## src/rtl/sdm_pcm_i2s_tx.sv

```systemverilog
// rtl/sdm_pcm_i2s_tx.sv - PCM sample FIFO feeding a mono-to-stereo I2S transmitter
//
// Buffers 16-bit signed samples from the decimator and serialises each one
// onto both I2S channels, MSB first, with the standard one-bit I2S delay.
//
// Ports:
//   clk         system clock, rising edge
//   rst_n       asynchronous active-low reset
//   enable      runs the serial interface; low holds it idle (FIFO still fills)
//   valid_in    one-cycle strobe qualifying din
//   din         signed 16-bit sample
//   i2s_bclk    bit clock, HALF_DIV clk cycles per half-period
//   i2s_lrclk   word select, 0 = left, 1 = right
//   i2s_sd      serial data, changes with the falling edge of i2s_bclk
//   fifo_level  current FIFO occupancy
//   overflow    one-cycle pulse when a sample is dropped
//   underflow   one-cycle pulse when a frame starts with the FIFO empty
module sdm_pcm_i2s_tx #(
    parameter int HALF_DIV   = 4,
    parameter int FIFO_DEPTH = 4
) (
    input  logic                        clk,
    input  logic                        rst_n,
    input  logic                        enable,
    input  logic                        valid_in,
    input  logic [15:0]                 din,
    output logic                        i2s_bclk,
    output logic                        i2s_lrclk,
    output logic                        i2s_sd,
    output logic [$clog2(FIFO_DEPTH):0] fifo_level,
    output logic                        overflow,
    output logic                        underflow
);
    localparam int PTR_W = $clog2(FIFO_DEPTH);
    localparam int LVL_W = PTR_W + 1;
    localparam logic [7:0]       DIV_LAST = 8'(HALF_DIV - 1);
    localparam logic [LVL_W-1:0] LVL_FULL = LVL_W'(FIFO_DEPTH);

    logic [7:0]       div_q, div_d;
    logic             bclk_q, bclk_d;
    logic [4:0]       slot_q, slot_d;
    logic             lrclk_q, lrclk_d;
    logic             sd_q, sd_d;
    logic [15:0]      cur_q, cur_d;
    logic [PTR_W-1:0] wr_ptr_q, wr_ptr_d;
    logic [PTR_W-1:0] rd_ptr_q, rd_ptr_d;
    logic [LVL_W-1:0] count_q, count_d;
    logic             ovf_q, ovf_d;
    logic             udf_q, udf_d;

    logic [15:0]      fifo_mem [FIFO_DEPTH];

    logic             div_tick;
    logic             bclk_fall;
    logic             frame_wrap;
    logic             fifo_empty;
    logic             fifo_full;
    logic             push;
    logic             pop;
    logic [3:0]       sd_idx;

    assign div_tick   = enable && (div_q == DIV_LAST);
    assign bclk_fall  = div_tick && bclk_q;
    assign frame_wrap = bclk_fall && (slot_q == 5'd31);
    assign fifo_empty = (count_q == '0);
    assign fifo_full  = (count_q == LVL_FULL);
    assign pop        = frame_wrap && !fifo_empty;
    // A full FIFO still accepts a push when the head leaves in the same cycle.
    assign push       = valid_in && (!fifo_full || pop);

    always_comb begin
        div_d    = div_q;
        bclk_d   = bclk_q;
        slot_d   = slot_q;
        lrclk_d  = lrclk_q;
        sd_d     = sd_q;
        cur_d    = cur_q;
        sd_idx   = 4'd0;
        wr_ptr_d = wr_ptr_q;
        rd_ptr_d = rd_ptr_q;
        count_d  = count_q;
        ovf_d    = valid_in && fifo_full && !pop;
        udf_d    = frame_wrap && fifo_empty;

        if (!enable) begin
            div_d   = 8'd0;
            bclk_d  = 1'b0;
            slot_d  = 5'd0;
            lrclk_d = 1'b0;
            sd_d    = 1'b0;
            cur_d   = 16'd0;
        end else begin
            if (div_tick) begin
                div_d  = 8'd0;
                bclk_d = !bclk_q;
            end else begin
                div_d  = div_q + 8'd1;
            end
            if (bclk_fall) begin
                slot_d  = slot_q + 5'd1;
                lrclk_d = slot_d[4];
                // Slots 1..16 send cur[16-slot], 17..31 send cur[32-slot]; both
                // reduce to cur[(-slot) mod 16]. In slot 0 the same index 0 picks
                // the LSB of the word being retired, since cur_q is still the
                // previous sample on the wrap edge.
                sd_idx  = 4'd0 - slot_d[3:0];
                sd_d    = cur_q[sd_idx];
            end
            if (pop) begin
                cur_d = fifo_mem[rd_ptr_q];
            end
        end

        if (push) begin
            wr_ptr_d = wr_ptr_q + 1'b1;
        end
        if (pop) begin
            rd_ptr_d = rd_ptr_q + 1'b1;
        end
        case ({push, pop})
            2'b10:   count_d = count_q + 1'b1;
            2'b01:   count_d = count_q - 1'b1;
            default: count_d = count_q;
        endcase
    end

    always_ff @(posedge clk or negedge rst_n) begin
        if (!rst_n) begin
            div_q    <= 8'd0;
            bclk_q   <= 1'b0;
            slot_q   <= 5'd0;
            lrclk_q  <= 1'b0;
            sd_q     <= 1'b0;
            cur_q    <= 16'd0;
            wr_ptr_q <= '0;
            rd_ptr_q <= '0;
            count_q  <= '0;
            ovf_q    <= 1'b0;
            udf_q    <= 1'b0;
        end else begin
            div_q    <= div_d;
            bclk_q   <= bclk_d;
            slot_q   <= slot_d;
            lrclk_q  <= lrclk_d;
            sd_q     <= sd_d;
            cur_q    <= cur_d;
            wr_ptr_q <= wr_ptr_d;
            rd_ptr_q <= rd_ptr_d;
            count_q  <= count_d;
            ovf_q    <= ovf_d;
            udf_q    <= udf_d;
        end
    end

    // Storage needs no reset: reset empties the FIFO through the pointers.
    always_ff @(posedge clk) begin
        if (push) begin
            fifo_mem[wr_ptr_q] <= din;
        end
    end

    assign i2s_bclk   = bclk_q;
    assign i2s_lrclk  = lrclk_q;
    assign i2s_sd     = sd_q;
    assign fifo_level = count_q;
    assign overflow   = ovf_q;
    assign underflow  = udf_q;

endmodule

```

## config.mk

```make
export PLATFORM = sky130hd
export DESIGN_NAME = sdm_pcm_i2s_tx
export DESIGN_NICKNAME = d
export VERILOG_FILES = /design/src/rtl/sdm_pcm_i2s_tx.sv
export SDC_FILE = /design/constraint.sdc
export NUM_CORES = 1
export LEC_CHECK = 0
export CAP_MARGIN = 20
export CORE_ASPECT_RATIO = 0.9
export CORE_UTILIZATION = 45
export DETAILED_ROUTE_END_ITERATION = 6
export DONT_BUFFER_PORTS = 1
export SLEW_MARGIN = 10
export SYNTH_ARGS = -nofsm -noshare
export SYNTH_HDL_FRONTEND = slang
export SYNTH_SLANG_ARGS = --single-unit
```

## constraint.sdc

```tcl
create_clock -name clk -period 2.6 [get_ports clk]
set_input_delay 0.26 -clock clk [delete_from_list [all_inputs] [get_ports clk]]
set_output_delay 0.26 -clock clk [all_outputs]
set_load 0.02 [all_outputs]
```

Yosys cells after proc, flatten, opt, wreduce, memory -nomap -nowiden
Memories as Yosys holds them, arrays and structs flattened.
Cells that the tools add are included.

operators by class
  add/subtract/negate cells = 7
  magnitude comparators = 1
  eq/ne operators = 8
  multiplexer cells = 17
  reductions and logical operators = 15

operators with widths
  cell                   number
  $mux W16               2
  $mux W8                2
  $mux W5                2
  $mux W1                9
  $add A8 B1 Y8 const B  1
  $eq A8 B2 Y1 const B   1
  $logic_and A1 B1 Y1    8
  $ne A2 B1 Y1 const B   3
  $pmux W3 S2            1
  $add A5 B1 Y5 const B  1
  $eq A5 B5 Y1 const B   1
  $lt A4 B5 Y1 const B   1
  $add A2 B1 Y2 const B  2
  $bmux W1 S4            1
  $logic_not A1 Y1       4
  $sub A1 B4 Y4 const A  1
  $add A3 B1 Y3 const B  1
  $eq A3 B3 Y1 const B   1
  $logic_not A3 Y1       1
  $sub A3 B1 Y3 const B  1
  $eq A2 B1 Y1 const B   1
  $eq A2 B2 Y1 const B   1
  $reduce_bool A2 Y1     1
  $logic_or A1 B1 Y1     1

word-level totals
  register bits after elaboration = 41
  memory bits (writable) = 64
  input bits = 20
  output and inout port bits = 8
  word-level logic and storage cells = 60
  memories kept = 1

memory list
  memory    depth  bits a word  read ports  clocked after Yosys merged registers in  write ports  line  RTL
  fifo_mem  4      16           1           0                                        1            51    logic [15:0] fifo_mem [FIFO_DEPTH];

Logic depth before layout (Yosys ltp)
  depth after elaboration = 9
  gate-level depth with buffers = 12
  depth with buffers taken out = 11

Worst setup path before layout
Ideal clock, no wire load.

  path type = register to register
  start point = register div_q[0]
  end point = register count_q[2], in the netlist fifo_level[2]
  library setup time = 0.087 ns
  arrival = 2.708 ns
  required time = 2.513 ns
  setup slack = -0.195 ns
  stages on the path, launching flop included = 11
  buffers on the path = 1
  clock period less this slack = 2.795 ns
  path through = dfrtp_1 -> ha_1 -> or3b_2 -> nor3_4 -> o31a_2 -> buf_6 -> nand2b_1 -> fa_1 -> nand2b_1 -> or3_1 -> o211ai_1

on the way
  cells in the longest elaborated chain, start to end = 9
  elaborated cells between the ends (all ways) = 11
  classes of those cells = 3 x eq/ne; 1 x mux; 7 x reduce/logical

RTL lines
  item                                                      line  RTL
  start, declared                                           39    logic [7:0] div_q, div_d;
  start signal, assigned                                    141   div_q <= div_d;
  $eq A8 B2 Y1 *                                            62    assign div_tick = enable && (div_q == DIV_LAST);
  $logic_and A1 B1 Y1 *                                     62
  $logic_and A1 B1 Y1 *                                     63    assign bclk_fall = div_tick && bclk_q;
  $logic_and A1 B1 Y1 *                                     64    assign frame_wrap = bclk_fall && (slot_q == 5'd31);
  $logic_and A1 B1 Y1 *                                     67    assign pop = frame_wrap && !fifo_empty;
  $logic_or A1 B1 Y1                                        69    assign push = valid_in && (!fifo_full || pop);
  $logic_and A1 B1 Y1                                       69
  $eq A2 B1 Y1 / $eq A2 B2 Y1 (equally long branches)       120   case ({push, pop})
  $pmux W3 S2 / $reduce_bool A2 Y1 (equally long branches)  --
  end signal, assigned                                      149   count_q <= count_d;
  end, declared                                             47    logic [LVL_W-1:0] count_q, count_d;

Mark *: on every way between the ends. The rest lies on a longest branch, timed or not.
A chain may end at the register's enable or synchronous reset.

Final worst setup path
  start point = register div_q[1]
  end point = register count_q[2], in the netlist fifo_level[2]

Same word-level chain as after synthesis.

==> impl_metrics.yaml <==
floorplanning:
  die_h_um: 96.71
  die_w_um: 107.2
  rows: 34
  core_um2: 9657
  start_util: 0.4644
  dieArea_um2: 10370
  ios: 28
timing:
  hold_viol_final: 0
  rsz0062_at_grt: "false"
  clock_skew_ns: 0.01295
  slew_violations: 0
  fin_crit_ns: 2.427
  fmax_mhz: 412.0
  relSlewSlack: 0.4592
  worst_slew_pin_slew_ns: 0.8112
  layout_setup_ws_ns: 0.1726
  setup_viol: 0
  fin_crit_sh: 0.9336
  tns_ns: 0
logic_synthesis:
  ys_seq_area_frac: 0.6518
  synth_nets: 330
  netlist_top_cells_area: "edfxtp_1 (43%), dfrtp_1 (22%), mux4_2 (10%)"
  yosys_warnings: 0
  yosysUniqueCellTypes: 45
  synth-async-reset-ratio: 0.3846
  synth_ff_type: "edfxtp_1"
  yosys.area.top_type: "edfxtp_1"
  avgSynthCellArea_um2: 14.90
  synth_area_um2: 4484
  netlist_instances: 301
  ys_ff_latch: 104
  synth_edf_count: 64
  synth_top_cell_area_share: 0.4286
setup_path:
  reg2reg_depth: 9
  critical_path_class: "flop to flop"
  worstPathMaxFanout: 4
  required_ns: 2.89
  cp.arrival_ns: 2.72
  end_kind: "flop"
  rr_endpoint: "fifo_level[2]"
  cp-start-kind: "flop"
  rrSetupSlack_ns: 0.17
  crit_path_end: "fifo_level[2]"
  r2r-start: "div_q[1]"
  startpoint: "div_q[1]"
final_layout:
  nets: 359
  final_cell_mix: "edfxtp_1 (64), dfrtp_1 (40), nand2_1 (38)"
  n_antenna_cell: 0
  final_area_um2: 5106
  final_common_cell: "edfxtp_1"
  areaGrowthSynthToFinish_pct: 13.87
  drive_gt1_frac: 0.1886
  fin_cells: 460
placement:
  portBuffers: 0
  post-place-ws_ns: 0.1461
  placed_cells: 425
  place_hpwl_um: 4616
  place_area_um2: 4707
  place_congestion: 0.7088
cts:
  clkSlewWorstSetupHoldPaths_ns: 0.10
  insertion_delay_ns: 0.37
  cts_tree: "built"
  cts_resized: 0
  cts_made_buffers: 9
  clkSinkCount: 104
  clk_path_buf_depth: 2
  cts_max_level: 3
  cts_root_buf: "clkbuf_8"
power:
  report.power.total_mw: 3.655
  p_leak_nw: 1.893
  p_per_area_nw_per_um2: 715.9
  vdd_drop_max_mv: 0.5062
global_route:
  grt_pass1_vias: 2365
  grt_pass1_wl_um: 12190
  gr-total-overflow: 0
  grt_start_max_net_pins: 41
  antenna_found_initial: 0
  grt_usage: 0.1583
hold_path:
  worstHoldStart: "enable"
  hp-class: "primary input to flop"
route:
  vias: 2402
  top_layer: "met4"
  drtPass1Iterations: 4
  drt_iter0_drc: 121
  vias_per_cell: 5.222
  wl_met3_um: 295
  post_drt_wl_per_cell_um: 15.84
  wl_met2_um: 3377
  drc_errors: 0
  routed_wl_um: 7286
  wl_met1_um: 3525
  antenna_left: 0
run:
  maxCapViolCount: 0
status:
  status: "finished clean"
==> final cells by class <==
type                       count  area [µm²]
fill                         789        4551
sequential                   104        2923
multi-input combinational    174        1453
timing repair buffer          32       347.8
tap                          126       157.7
clock buffer                   9       123.9
clock inverter                 6       67.56
inverter                       9       33.78
==> power breakdown <==
part | leakage (nW) | switching, mW | internal (mW)
Combinational | 0.665 | 0.285 | 0.248
Clock | 0.0974 | 0.531 | 0.446
Sequential | 1.13 | 0.138 | 2.01
==> metal layers <==
metal  vias to the layer above  global-route usage
li1                       1162                   -
met2                        33              0.2258
met4                         0             0.04742
met5                         -                   0
met3                         6             0.05593
met1                      1201              0.2292
==> cells by family (layout without fill, tap and decap cells) <==
group	Yosys count	after routing	share of synthesized area
flip-flops	104	104	0.6518
AND/OR/NAND/NOR	90	90	0.09878
AO/OA/AOI/OAI	35	35	0.05497
buffers and inverters	23	56	0.02762
multiplexers	22	22	0.1049
XOR/XNOR	18	18	0.03516
adder cells (fa/ha/maj)	9	9	0.02679
==> worst max-delay path: stages (launching register included) <==
cell and delay, ns:
dfrtp_1 0.41, ha_2 0.23, or3b_4 0.41, nor3_4 0.20
o31a_2 0.17, nand2b_1 0.07, fa_2 0.34, nand2b_4 0.15
or3_1 0.30, o211ai_1 0.08
==> synth_stat cells (all sizes together), types with 4 or more instances <==
| master | n |
|---|---|
| clkbuf | 4 |
| dfrtp | 40 |
| ha | 8 |
| nor2 | 19 |
| nand2b | 4 |
| and2 | 5 |
| inv | 9 |
| and3 | 4 |
| xor2 | 10 |
| o21ai | 20 |
| mux4 | 20 |
| xnor2 | 8 |
| nand2 | 38 |
| buf | 10 |
| edfxtp | 64 |
| nand3 | 8 |
==> worst min-delay path by stage <==
| stage | slack [ns] | depth (start not counted) | endpoint |
|---|---|---|---|
| 3_5_place_dp | -0.03 | 0 | slot_q[2] |
| 5_1_grt | 0.003 | 2 | cur_q[6] |
| 4_1_cts | 0.001 | 2 | cur_q[3] |
| 6_report | 0.03 | 2 | cur_q[3] |
| 2_1_floorplan | -0.04 | 0 | cur_q[0] |
| 3_3_place_gp | -0.03 | 0 | slot_q[2] |
==> registers in the layout, indices dropped and copies added, names as in the netlist, 2 cells and up <==
name / cells
cur_q: 16
div_q: 8
fifo_level: 3
fifo_mem: 64
rd_ptr_q: 2
slot_q: 5
wr_ptr_q: 2
==> metrics by stage <==
step / hold WS [ns] / util
after CTS: 0.001224 / 0.5270
after global routing: 0.003332 / 0.5288
after floorplan: -0.03559 / -
after detailed placement: -0.03378 / 0.4874
after global placement: -0.03378 / 0.4874
final: 0.02967 / 0.5288
==> what timing repair did <==
action / CTS / global route
setup endpoints to repair: 0 / 2
setup buffers: 0 / 1
endpoints found under the hold margin: 104 / 1
hold buffers: 18 / 1
No activity file was read; power rests on OpenSTA's default activity.
